`src/rtl/rnbip_ctrl_pkg.sv`:
```
// rtl/rnbip_ctrl_pkg.sv - shared types and encodings for the RNBIP-2 control sequencer
package rnbip_ctrl_pkg;

  localparam int OC_W           = 8;
  localparam int DM_TIMEOUT_DEF = 15;
  localparam int WCNT_W         = 4;

  typedef enum logic [3:0] {
    FETCH, DECODE, EX_ALU, OPND, MEM_RD, MEM_WR, SP_ADJ, BRANCH, HALT
  } state_t;

  typedef enum logic [3:0] {
    CL_ALU, CL_MOVI, CL_LOAD, CL_STORE, CL_PUSH, CL_POP,
    CL_JMP, CL_CALL, CL_RET, CL_NOP, CL_HALT, CL_ILL
  } cls_t;

  localparam logic [3:0] OP_ALU_LAST = 4'h9;
  localparam logic [3:0] OP_MOVI     = 4'hA;
  localparam logic [3:0] OP_LOAD     = 4'hB;
  localparam logic [3:0] OP_STORE    = 4'hC;
  localparam logic [3:0] OP_STACK    = 4'hD;
  localparam logic [3:0] OP_BRANCH   = 4'hE;
  localparam logic [3:0] OP_SYS      = 4'hF;

  typedef enum logic [1:0] {RW_HOLD = 2'b00, RW_PUSH = 2'b01, RW_POP = 2'b10} rw_t;
  typedef enum logic [1:0] {PC_OR2 = 2'b00, PC_R0 = 2'b01, PC_DM = 2'b10, PC_PM = 2'b11} pc_src_t;
  typedef enum logic [1:0] {MUX_ALU = 2'b00, MUX_DM = 2'b01, MUX_PM = 2'b10} mux_sel_t;

  typedef struct packed {
    logic       l_pc;
    logic       i_pc;
    pc_src_t    pc_src;
    logic       l_ir;
    logic       l_r;
    logic [1:0] enab;
    mux_sel_t   mux_sel;
    logic [3:0] s_af;
    logic       sel_a;
    logic       sel_b;
    logic       s_al;
    rw_t        rw;
    logic       rd;
    logic       wr;
    logic       s5;
    logic       s2;
    logic       halted;
  } ctl_t;

endpackage

```
`src/rtl/rnbip_ctrl_seq_if.sv`:
```
// rtl/rnbip_ctrl_seq_if.sv - opcode/flag inputs and datapath strobes of the sequencer
interface rnbip_ctrl_seq_if;
  import rnbip_ctrl_pkg::*;

  logic [OC_W-1:0] OC;
  logic            FL;
  logic            dm_ack;
  logic            L_PC, I_PC, S11, S10, L_IR, L_R;
  logic [1:0]      enab, mux_sel;
  logic [3:0]      S_AF;
  logic            sel_a, sel_b, S_AL;
  logic [1:0]      rw;
  logic            RD, WR, S5, S2, halted, err;

  modport master (
    input  OC, FL, dm_ack,
    output L_PC, I_PC, S11, S10, L_IR, L_R, enab, mux_sel, S_AF,
           sel_a, sel_b, S_AL, rw, RD, WR, S5, S2, halted, err
  );

  modport slave (
    output OC, FL, dm_ack,
    input  L_PC, I_PC, S11, S10, L_IR, L_R, enab, mux_sel, S_AF,
           sel_a, sel_b, S_AL, rw, RD, WR, S5, S2, halted, err
  );
endinterface

```
`src/rtl/rnbip_ctrl_decode.sv`:
```
// rtl/rnbip_ctrl_decode.sv - combinational opcode classifier: class, register fields, legality
module rnbip_ctrl_decode
  import rnbip_ctrl_pkg::*;
(
  input  logic [OC_W-1:0] oc,
  output cls_t            cls,
  output logic [1:0]      rd_idx,
  output logic [1:0]      rs_idx,
  output logic            cond_always,
  output logic            legal
);

  always_comb begin
    cls = CL_ILL;
    if (oc[7:4] <= OP_ALU_LAST) begin
      cls = CL_ALU;
    end else begin
      case (oc[7:4])
        OP_MOVI:   cls = CL_MOVI;
        OP_LOAD:   cls = CL_LOAD;
        OP_STORE:  cls = CL_STORE;
        OP_STACK:  cls = oc[3] ? CL_POP : CL_PUSH;
        OP_BRANCH: cls = oc[3] ? CL_CALL : CL_JMP;
        OP_SYS: begin
          case (oc[3:0])
            4'h0:    cls = CL_RET;
            4'h1:    cls = CL_NOP;
            4'hF:    cls = CL_HALT;
            default: cls = CL_ILL;
          endcase
        end
        default:   cls = CL_ILL;
      endcase
    end
  end

  // Stack ops spend OC[3] on push/pop, so their register lives in OC[1:0].
  assign rd_idx      = (cls == CL_POP) ? oc[1:0] : oc[3:2];
  assign rs_idx      = oc[1:0];
  assign cond_always = (oc[2:0] == 3'b000);
  assign legal       = (cls != CL_ILL);

endmodule

```
`src/rtl/rnbip_ctrl_seq.sv`:
```
// rtl/rnbip_ctrl_seq.sv - RNBIP-2 multi-cycle control sequencer; all strobes are registered
module rnbip_ctrl_seq
  import rnbip_ctrl_pkg::*;
#(
  parameter int DM_TIMEOUT = DM_TIMEOUT_DEF
) (
  input  logic             clk,
  input  logic             rst_n,
  rnbip_ctrl_seq_if.master bus
);

  state_t            state_q, state_d;
  ctl_t              ctl_q, ctl_d;
  logic [WCNT_W-1:0] wcnt_q, wcnt_d;
  logic              err_q, err_d;

  cls_t       cls;
  logic [1:0] rd_idx, rs_idx;
  logic       cond_always, legal, mem_timeout;

  rnbip_ctrl_decode u_dec (
    .oc          (bus.OC),
    .cls         (cls),
    .rd_idx      (rd_idx),
    .rs_idx      (rs_idx),
    .cond_always (cond_always),
    .legal       (legal)
  );

  assign mem_timeout = (wcnt_q == WCNT_W'(DM_TIMEOUT - 1));

  // ctl_d always holds the strobes of the state being entered (state_d).
  always_comb begin
    state_d = state_q;
    ctl_d   = '0;
    wcnt_d  = '0;
    err_d   = err_q;
    case (state_q)
      FETCH: if (ctl_q.l_ir) state_d = DECODE;
      DECODE: begin
        if (!legal) err_d = 1'b1;
        case (cls)
          CL_ALU: begin
            state_d       = EX_ALU;
            ctl_d.s_af    = bus.OC[7:4];
            ctl_d.enab    = rd_idx;
            ctl_d.l_r     = 1'b1;
            ctl_d.mux_sel = MUX_ALU;
            ctl_d.s_al    = 1'b1;
            ctl_d.sel_a   = 1'b1;
            ctl_d.sel_b   = 1'b1;
          end
          CL_MOVI: begin
            state_d       = OPND;
            ctl_d.l_r     = 1'b1;
            ctl_d.mux_sel = MUX_PM;
            ctl_d.enab    = rd_idx;
            ctl_d.i_pc    = 1'b1;
          end
          CL_LOAD:  begin state_d = MEM_RD; ctl_d.rd = 1'b1; ctl_d.s5 = 1'b1; ctl_d.enab = rd_idx; end
          CL_STORE: begin state_d = MEM_WR; ctl_d.wr = 1'b1; ctl_d.s5 = 1'b1; ctl_d.enab = rs_idx; end
          CL_PUSH:  begin state_d = SP_ADJ; ctl_d.rw = RW_PUSH; ctl_d.enab = rs_idx; end
          CL_CALL:  begin state_d = SP_ADJ; ctl_d.rw = RW_PUSH; end
          CL_POP, CL_RET: begin state_d = MEM_RD; ctl_d.rd = 1'b1; end
          CL_JMP: begin
            state_d = BRANCH;
            if (bus.FL || cond_always) begin
              ctl_d.l_pc   = 1'b1;
              ctl_d.pc_src = PC_PM;
            end else begin
              ctl_d.i_pc = 1'b1;
            end
          end
          CL_HALT: begin state_d = HALT; ctl_d.halted = 1'b1; end
          default: state_d = FETCH;
        endcase
      end
      // SP_ADJ is the pre-decrement cycle before a push write and the writeback cycle after a read.
      SP_ADJ: begin
        if (cls == CL_PUSH || cls == CL_CALL) begin
          state_d    = MEM_WR;
          ctl_d.wr   = 1'b1;
          ctl_d.s2   = (cls == CL_CALL);
          ctl_d.enab = rs_idx;
        end else begin
          state_d = FETCH;
        end
      end
      MEM_RD: begin
        if (bus.dm_ack) begin
          state_d = SP_ADJ;
          if (cls == CL_RET) begin
            ctl_d.l_pc   = 1'b1;
            ctl_d.pc_src = PC_DM;
          end else begin
            ctl_d.l_r     = 1'b1;
            ctl_d.mux_sel = MUX_DM;
            ctl_d.enab    = rd_idx;
          end
          if (cls != CL_LOAD) ctl_d.rw = RW_POP;
        end else if (mem_timeout) begin
          state_d = FETCH;
          err_d   = 1'b1;
        end else begin
          ctl_d  = ctl_q;
          wcnt_d = wcnt_q + 1'b1;
        end
      end
      MEM_WR: begin
        if (bus.dm_ack) begin
          state_d = (cls == CL_CALL) ? BRANCH : FETCH;
          if (cls == CL_CALL) begin
            ctl_d.l_pc   = 1'b1;
            ctl_d.pc_src = PC_PM;
          end
        end else if (mem_timeout) begin
          state_d = FETCH;
          err_d   = 1'b1;
        end else begin
          ctl_d  = ctl_q;
          wcnt_d = wcnt_q + 1'b1;
        end
      end
      HALT:    ctl_d.halted = 1'b1;
      default: state_d = FETCH;
    endcase
    if (state_d == FETCH) begin
      ctl_d.l_ir = 1'b1;
      ctl_d.i_pc = 1'b1;
    end
  end

  always_ff @(posedge clk or negedge rst_n) begin
    if (!rst_n) begin
      state_q <= FETCH;
      ctl_q   <= '0;
      wcnt_q  <= '0;
      err_q   <= 1'b0;
    end else begin
      state_q <= state_d;
      ctl_q   <= ctl_d;
      wcnt_q  <= wcnt_d;
      err_q   <= err_d;
    end
  end

  assign bus.L_PC             = ctl_q.l_pc;
  assign bus.I_PC             = ctl_q.i_pc;
  assign {bus.S11, bus.S10}   = ctl_q.pc_src;
  assign bus.L_IR             = ctl_q.l_ir;
  assign bus.L_R              = ctl_q.l_r;
  assign bus.enab             = ctl_q.enab;
  assign bus.mux_sel          = ctl_q.mux_sel;
  assign bus.S_AF             = ctl_q.s_af;
  assign bus.sel_a            = ctl_q.sel_a;
  assign bus.sel_b            = ctl_q.sel_b;
  assign bus.S_AL             = ctl_q.s_al;
  assign bus.rw               = ctl_q.rw;
  assign bus.RD               = ctl_q.rd;
  assign bus.WR               = ctl_q.wr;
  assign bus.S5               = ctl_q.s5;
  assign bus.S2               = ctl_q.s2;
  assign bus.halted           = ctl_q.halted;
  assign bus.err              = err_q;

endmodule

```
`src/flat_wrapper.sv`:
```
// flat-port wrapper written by rule: the top's interface ports become plain ports
module rnbip_ctrl_seq_flat import rnbip_ctrl_pkg::*;
#(
  parameter int DM_TIMEOUT = DM_TIMEOUT_DEF
)
  (clk, rst_n, bus_OC, bus_FL, bus_dm_ack, bus_L_PC, bus_I_PC, bus_S11, bus_S10, bus_L_IR, bus_L_R, bus_enab, bus_mux_sel, bus_S_AF, bus_sel_a, bus_sel_b, bus_S_AL, bus_rw, bus_RD, bus_WR, bus_S5, bus_S2, bus_halted, bus_err);
  rnbip_ctrl_seq_if bus_i ();
  input  logic clk;
  input  logic rst_n;
  input wire logic [$bits(bus_i.OC)-1:0] bus_OC;
  input wire logic [$bits(bus_i.FL)-1:0] bus_FL;
  input wire logic [$bits(bus_i.dm_ack)-1:0] bus_dm_ack;
  output wire logic [$bits(bus_i.L_PC)-1:0] bus_L_PC;
  output wire logic [$bits(bus_i.I_PC)-1:0] bus_I_PC;
  output wire logic [$bits(bus_i.S11)-1:0] bus_S11;
  output wire logic [$bits(bus_i.S10)-1:0] bus_S10;
  output wire logic [$bits(bus_i.L_IR)-1:0] bus_L_IR;
  output wire logic [$bits(bus_i.L_R)-1:0] bus_L_R;
  output wire logic [$bits(bus_i.enab)-1:0] bus_enab;
  output wire logic [$bits(bus_i.mux_sel)-1:0] bus_mux_sel;
  output wire logic [$bits(bus_i.S_AF)-1:0] bus_S_AF;
  output wire logic [$bits(bus_i.sel_a)-1:0] bus_sel_a;
  output wire logic [$bits(bus_i.sel_b)-1:0] bus_sel_b;
  output wire logic [$bits(bus_i.S_AL)-1:0] bus_S_AL;
  output wire logic [$bits(bus_i.rw)-1:0] bus_rw;
  output wire logic [$bits(bus_i.RD)-1:0] bus_RD;
  output wire logic [$bits(bus_i.WR)-1:0] bus_WR;
  output wire logic [$bits(bus_i.S5)-1:0] bus_S5;
  output wire logic [$bits(bus_i.S2)-1:0] bus_S2;
  output wire logic [$bits(bus_i.halted)-1:0] bus_halted;
  output wire logic [$bits(bus_i.err)-1:0] bus_err;
  assign bus_i.OC = bus_OC;
  assign bus_i.FL = bus_FL;
  assign bus_i.dm_ack = bus_dm_ack;
  assign bus_L_PC = bus_i.L_PC;
  assign bus_I_PC = bus_i.I_PC;
  assign bus_S11 = bus_i.S11;
  assign bus_S10 = bus_i.S10;
  assign bus_L_IR = bus_i.L_IR;
  assign bus_L_R = bus_i.L_R;
  assign bus_enab = bus_i.enab;
  assign bus_mux_sel = bus_i.mux_sel;
  assign bus_S_AF = bus_i.S_AF;
  assign bus_sel_a = bus_i.sel_a;
  assign bus_sel_b = bus_i.sel_b;
  assign bus_S_AL = bus_i.S_AL;
  assign bus_rw = bus_i.rw;
  assign bus_RD = bus_i.RD;
  assign bus_WR = bus_i.WR;
  assign bus_S5 = bus_i.S5;
  assign bus_S2 = bus_i.S2;
  assign bus_halted = bus_i.halted;
  assign bus_err = bus_i.err;
  rnbip_ctrl_seq #(.DM_TIMEOUT(DM_TIMEOUT)) u_core (.clk(clk), .rst_n(rst_n), .bus(bus_i));
endmodule
```
`config.mk`:
```
export PLATFORM = sky130hd
export DESIGN_NAME = rnbip_ctrl_seq_flat
export DESIGN_NICKNAME = d
export VERILOG_FILES = /design/src/rtl/rnbip_ctrl_pkg.sv /design/src/rtl/rnbip_ctrl_seq_if.sv /design/src/rtl/rnbip_ctrl_decode.sv /design/src/rtl/rnbip_ctrl_seq.sv /design/src/flat_wrapper.sv
export SDC_FILE = /design/constraint.sdc
export NUM_CORES = 1
export LEC_CHECK = 0
export ABC_AREA = 1
export BUFFER_PORTS_ARGS = -buffer_cell sky130_fd_sc_hd__buf_2
export CORE_AREA = 2 2 62 64
export DETAILED_ROUTE_END_ITERATION = 8
export DIE_AREA = 0 0 64 66
export PLACE_DENSITY = 0.84
export SYNTH_ARGS = -nofsm -noshare
export SYNTH_HDL_FRONTEND = slang
export SYNTH_HIERARCHICAL = 1
export SYNTH_SLANG_ARGS = --single-unit
```
`constraint.sdc`:
```
create_clock -name clk -period 1.7 [get_ports clk]
set_clock_uncertainty 0.05 [all_clocks]
set_input_delay 0.17 -clock clk [delete_from_list [all_inputs] [get_ports clk]]
set_output_delay 0.17 -clock clk [all_outputs]
set_load 0.01 [all_outputs]
```
==> out/results.tsv <==
stage	metric	value	unit
timing	final setup margin	0.1126	ns
synthesis	Area contributors post-synth	dfrtp_1 44%, nand2_1 13%, nor2_1 6.0%, inv_1 5.4%, nand3_1 3.8%	
hold_path	Hold EP	u_core/bus.S_AF[0]	
power	Flop pwr share	42.9	%
power	power consumption	2.400	mW
synthesis	multiplexer share of the synthesized area	0	%
synthesis	Synth area leader	dfrtp_1	
power	Pwr Density	1027	mW/mm^2
hold_path	HP Class	in -> reg	
detailed_routing	vias per cell	5.128	
clocking	Clock Latency Late Sink	0.34	ns
clocking	Reg clk slew, reported paths	0.10	ns
cells_and_area	ANT cells	0	
clocking	CTS tree	yes	
synthesis	Post-synth EDFFs	0	
hold_path	hold_sp	bus_OC[4]	
power	clock power share	17.7	%
power	P_int	1.448	mW
timing	final hold violation count	0	
synthesis	Simple-Gate Fraction of Synth Area	31.99	%
detailed_routing	starting DRC count in detailed routing	138	
critical_path	reg-to-reg critical path endpoint	u_core/bus.halted	
synthesis	Netlist cell types	31	
floorplan	Std-Cell Rows	22	
power	Max IR drop VDD	0.4666	mV
synthesis	Syn Nets	260	
timing	final period utilization	93.38	%
detailed_routing	vias after detailed routing	1846	
critical_path	Reg2Reg Setup Slack	0.12	ns
cells_and_area	Area Growth Syn to Fin	25.47	%
placed_design	dpl ws	-0.1778	ns
detailed_routing	TritonRoute pass-1 iters	4	
status	outcome	finished clean	
power	Comb power frac	39.4	%
critical_path	kind of critical path	in -> reg	
clocking	CTS Sinks	33	
synthesis	dominant synthesized flop cell	dfrtp_1	
floorplan	Initial Utilization	52.43	%
clocking	Root Buffer	clkbuf_4	
power	Psw	0.9519	mW
cells_and_area	# fillers	300	
power	Leakage Power	1.323	nW
timing	Tmin final	1.587	ns
placed_design	# port buffers	36	
critical_path	CP max FO	6	
critical_path	Crit path arrival time	1.77	ns
synthesis	yosys warns	6	
floorplan	die span in x	64	um
synthesis	most common cell in the synthesized netlist	nand2_1	
timing	max_slew headroom	53.32	%
clocking	H-tree levels	2	
timing	RSZ-0062 raised after global routing	false	
detailed_routing	Routed Antenna Nets	0	
placed_design	Placer Congestion	0.9217	
floorplan	Die ar.	0.004224	sq mm
synthesis	sequential element share of the synthesized area	44.35	%
synthesis	Synth Area in XOR/XNOR	0.9409	%
global_route	first-pass GRT wire length	7.714	mm
floorplan	die height	66	um
synthesis	Adder-Cell Fraction of Synth Area	1.344	%
detailed_routing	Avg WL per Cell	12.23	um
critical_path	R2R Path Start	u_core/wcnt_q[0]	
critical_path	Critical Path Start Type	input port	
power	Switching Fraction	39.67	%
cells_and_area	layout cell share with drive strength beyond 1	31.41	%
critical_path	worst r2r path cells	7	
detailed_routing	total wire length	4.402	mm
synthesis	Post-Synthesis Cells	246	
global_route	grt ovf	0	
synthesis	synth cell count leaders	66 x nand2_1, 33 x dfrtp_1, 30 x nor2_1, 27 x inv_1, 14 x nand3_1	
floorplan	io pins	37	
timing	final setup vio count	0	
synthesis	largest family of logic cells by synthesized area	simple AND/OR/NAND/NOR gates	
global_route	antenna violations before repair	0	
synthesis	Compound-Gate Fraction of Synth Area	12.63	%
synthesis	top-area cell type share of the netlist area	44.35	%
timing	f_max	0.6300	GHz
hold_path	WHS Path Cells	3	
synthesis	async set-reset flop share out of synthesis	100.0	%
global_route	pin count of the biggest net entering global routing	34	
detailed_routing	DRC violations left	0	
cells_and_area	Final nets	325	
global_route	vias in the first global route	1767	
clocking	CTS buffer count	5	
critical_path	required time worst endpoint	1.89	ns
synthesis	Avg Cell Area, Syn	7.568	sq um
flow_run	max_cap viols	0	
global_route	Total GRT Usage	23.53	%
placed_design	HPWL after DPL	3.311	mm
synthesis	flops & latches, synth	33	
timing	Slew @ Worst Pin	0.7002	ns
clocking	CTS Buffer Depth	2	
synthesis	Post-Syn Area	0.001862	sq mm
critical_path	Crit. End Element	flop	
floorplan	CORE AREA	0.003551	sq mm
timing	Final Max Tran Viols	0	
## kinds of logic (layout without fill, tap and decap cells)
logic type,after synthesis,after routing
XOR/XNOR,2,2
flip-flops,33,33
AO/OA/AOI/OAI,38,38
AND/OR/NAND/NOR,133,133
adder cells (fa/ha/maj),2,2
buffers and inverters,38,104
## flip-flops by register name, indices dropped and copies added (netlist names), 2 cells and up
name	count
u_core/bus.S_AF	4
u_core/bus.mux_sel	2
u_core/state_q	4
u_core/bus.enab	2
u_core/wcnt_q	4
u_core/bus.rw	2
## worst max path at each step
stage | slack, ns | from | cells past startpoint | end
final | 0.11 | bus_OC[5] | 14 | u_core/bus.L_IR
after global routing | 0.001 | bus_OC[5] | 14 | u_core/bus.L_IR
after detailed placement | -0.18 | bus_OC[4] | 13 | u_core/bus.L_IR
after CTS | 0.11 | u_core/wcnt_q[0] | 7 | u_core/bus.halted
after floorplan | 0.12 | bus_OC[4] | 13 | u_core/bus.L_IR
after global placement | -0.07 | bus_OC[1] | 16 | u_core/bus.L_IR
## routing by layer
metal	up-vias	part of all wire, %	GRT usage, %
li1	914	-	-
met1	870	47	30.92
met2	53	47	37.37
met3	9	4.6	5.281
met4	0	1.7	10.05
met5	-	0	0
## placed cells by master, fill, tap and decap left out
| cell | netlist | final |
|---|---|---|
| o211ai_1 | 2 | 2 |
| o21ai_1 | 12 | 12 |
| nand3_1 | 14 | 14 |
| a211o_1 | 1 | 1 |
| inv_1 | 27 | 27 |
| nand2_2 | 6 | 7 |
| inv_2 | 5 | 5 |
| dlygate4sd3_1 | 0 | 1 |
| clkbuf_4 | 0 | 5 |
| a21oi_1 | 7 | 7 |
| a22o_1 | 2 | 2 |
| nor2_2 | 7 | 5 |
| ha_1 | 2 | 2 |
| nor2_4 | 2 | 4 |
| clkinv_2 | 0 | 2 |
| dfrtp_1 | 33 | 33 |
| a32o_1 | 1 | 1 |
| nand4_1 | 2 | 2 |
| nor3_1 | 1 | 1 |
| nor2_1 | 30 | 30 |
| nand3b_1 | 1 | 1 |
| a21oi_2 | 2 | 2 |
| o31ai_1 | 1 | 1 |
| o21bai_1 | 3 | 3 |
| or2_2 | 1 | 1 |
| nand3_2 | 3 | 3 |
| xor2_1 | 1 | 1 |
| xnor2_1 | 1 | 1 |
| buf_2 | 1 | 36 |
| nand2_1 | 66 | 65 |
| a22oi_1 | 1 | 1 |
| o21ai_2 | 1 | 1 |
| buf_4 | 5 | 27 |
| clkbuf_1 | 0 | 1 |
| o21ai_0 | 5 | 5 |
## stage by stage
| stage | cell area, sq um | std cells | hold slack (ns) | setup TNS [ns] | utilization (%) |
|---|---|---|---|---|---|
| 3_3_place_gp | 2255 | 350 | 0.2056 | -0.1298 | 63.50 |
| 3_5_place_dp | 2255 | 350 | 0.2158 | -0.6135 | 63.50 |
| 6_report | 2336 | 360 | 0.06590 | 0 | 65.79 |
| 5_1_grt | 2336 | 360 | 0.06583 | 0 | 65.79 |
| 4_1_cts | 2316 | 359 | 0.04616 | 0 | 65.22 |
| 2_1_floorplan | 1862 | 246 | -0.1756 | 0 | - |
## critical path, cell delays in order
cell,delay [ns]
buf_2,0.12
inv_2,0.05
nor2_2,0.09
nor2_1,0.07
nor2_1,0.10
o21ai_1,0.09
a21oi_2,0.27
nand2_1,0.17
nor2_1,0.20
nand3_2,0.12
nand3_1,0.10
nor2_1,0.06
nand2_1,0.09
o21bai_1,0.08
## layout make-up
class,instances,area [sq um],area share [%]
Clock buffer,6,41.29,1.768
Clock inverter,2,10.01,0.4285
Tap cell,48,60.06,2.571
Inverter,32,120.1,5.142
Multi-Input combinational cell,175,885.9,37.92
Sequential cell,33,825.8,35.35
Timing Repair Buffer,64,392.9,16.82
## power by group through the flow
stage / Sequential, mW / Combinational, mW / Clock (mW)
2_1_floorplan: 1.09 / 0.518 / 0
3_3_place_gp: 1.04 / 0.885 / 0
3_5_place_dp: 1.05 / 0.901 / 0
4_1_cts: 1.03 / 0.907 / 0.439
5_1_grt: 1.05 / 1.05 / 0.485
6_report: 1.03 / 0.945 / 0.426
## timing repair
action                                  4_1_cts  5_1_grt
hold buffers                                  1        0
resized for setup                             0        3
setup buffers                                 0        1
endpoints found under the setup margin        0       10
hold endpoints to repair                     33        0
Power figures use the tool's default switching activity.
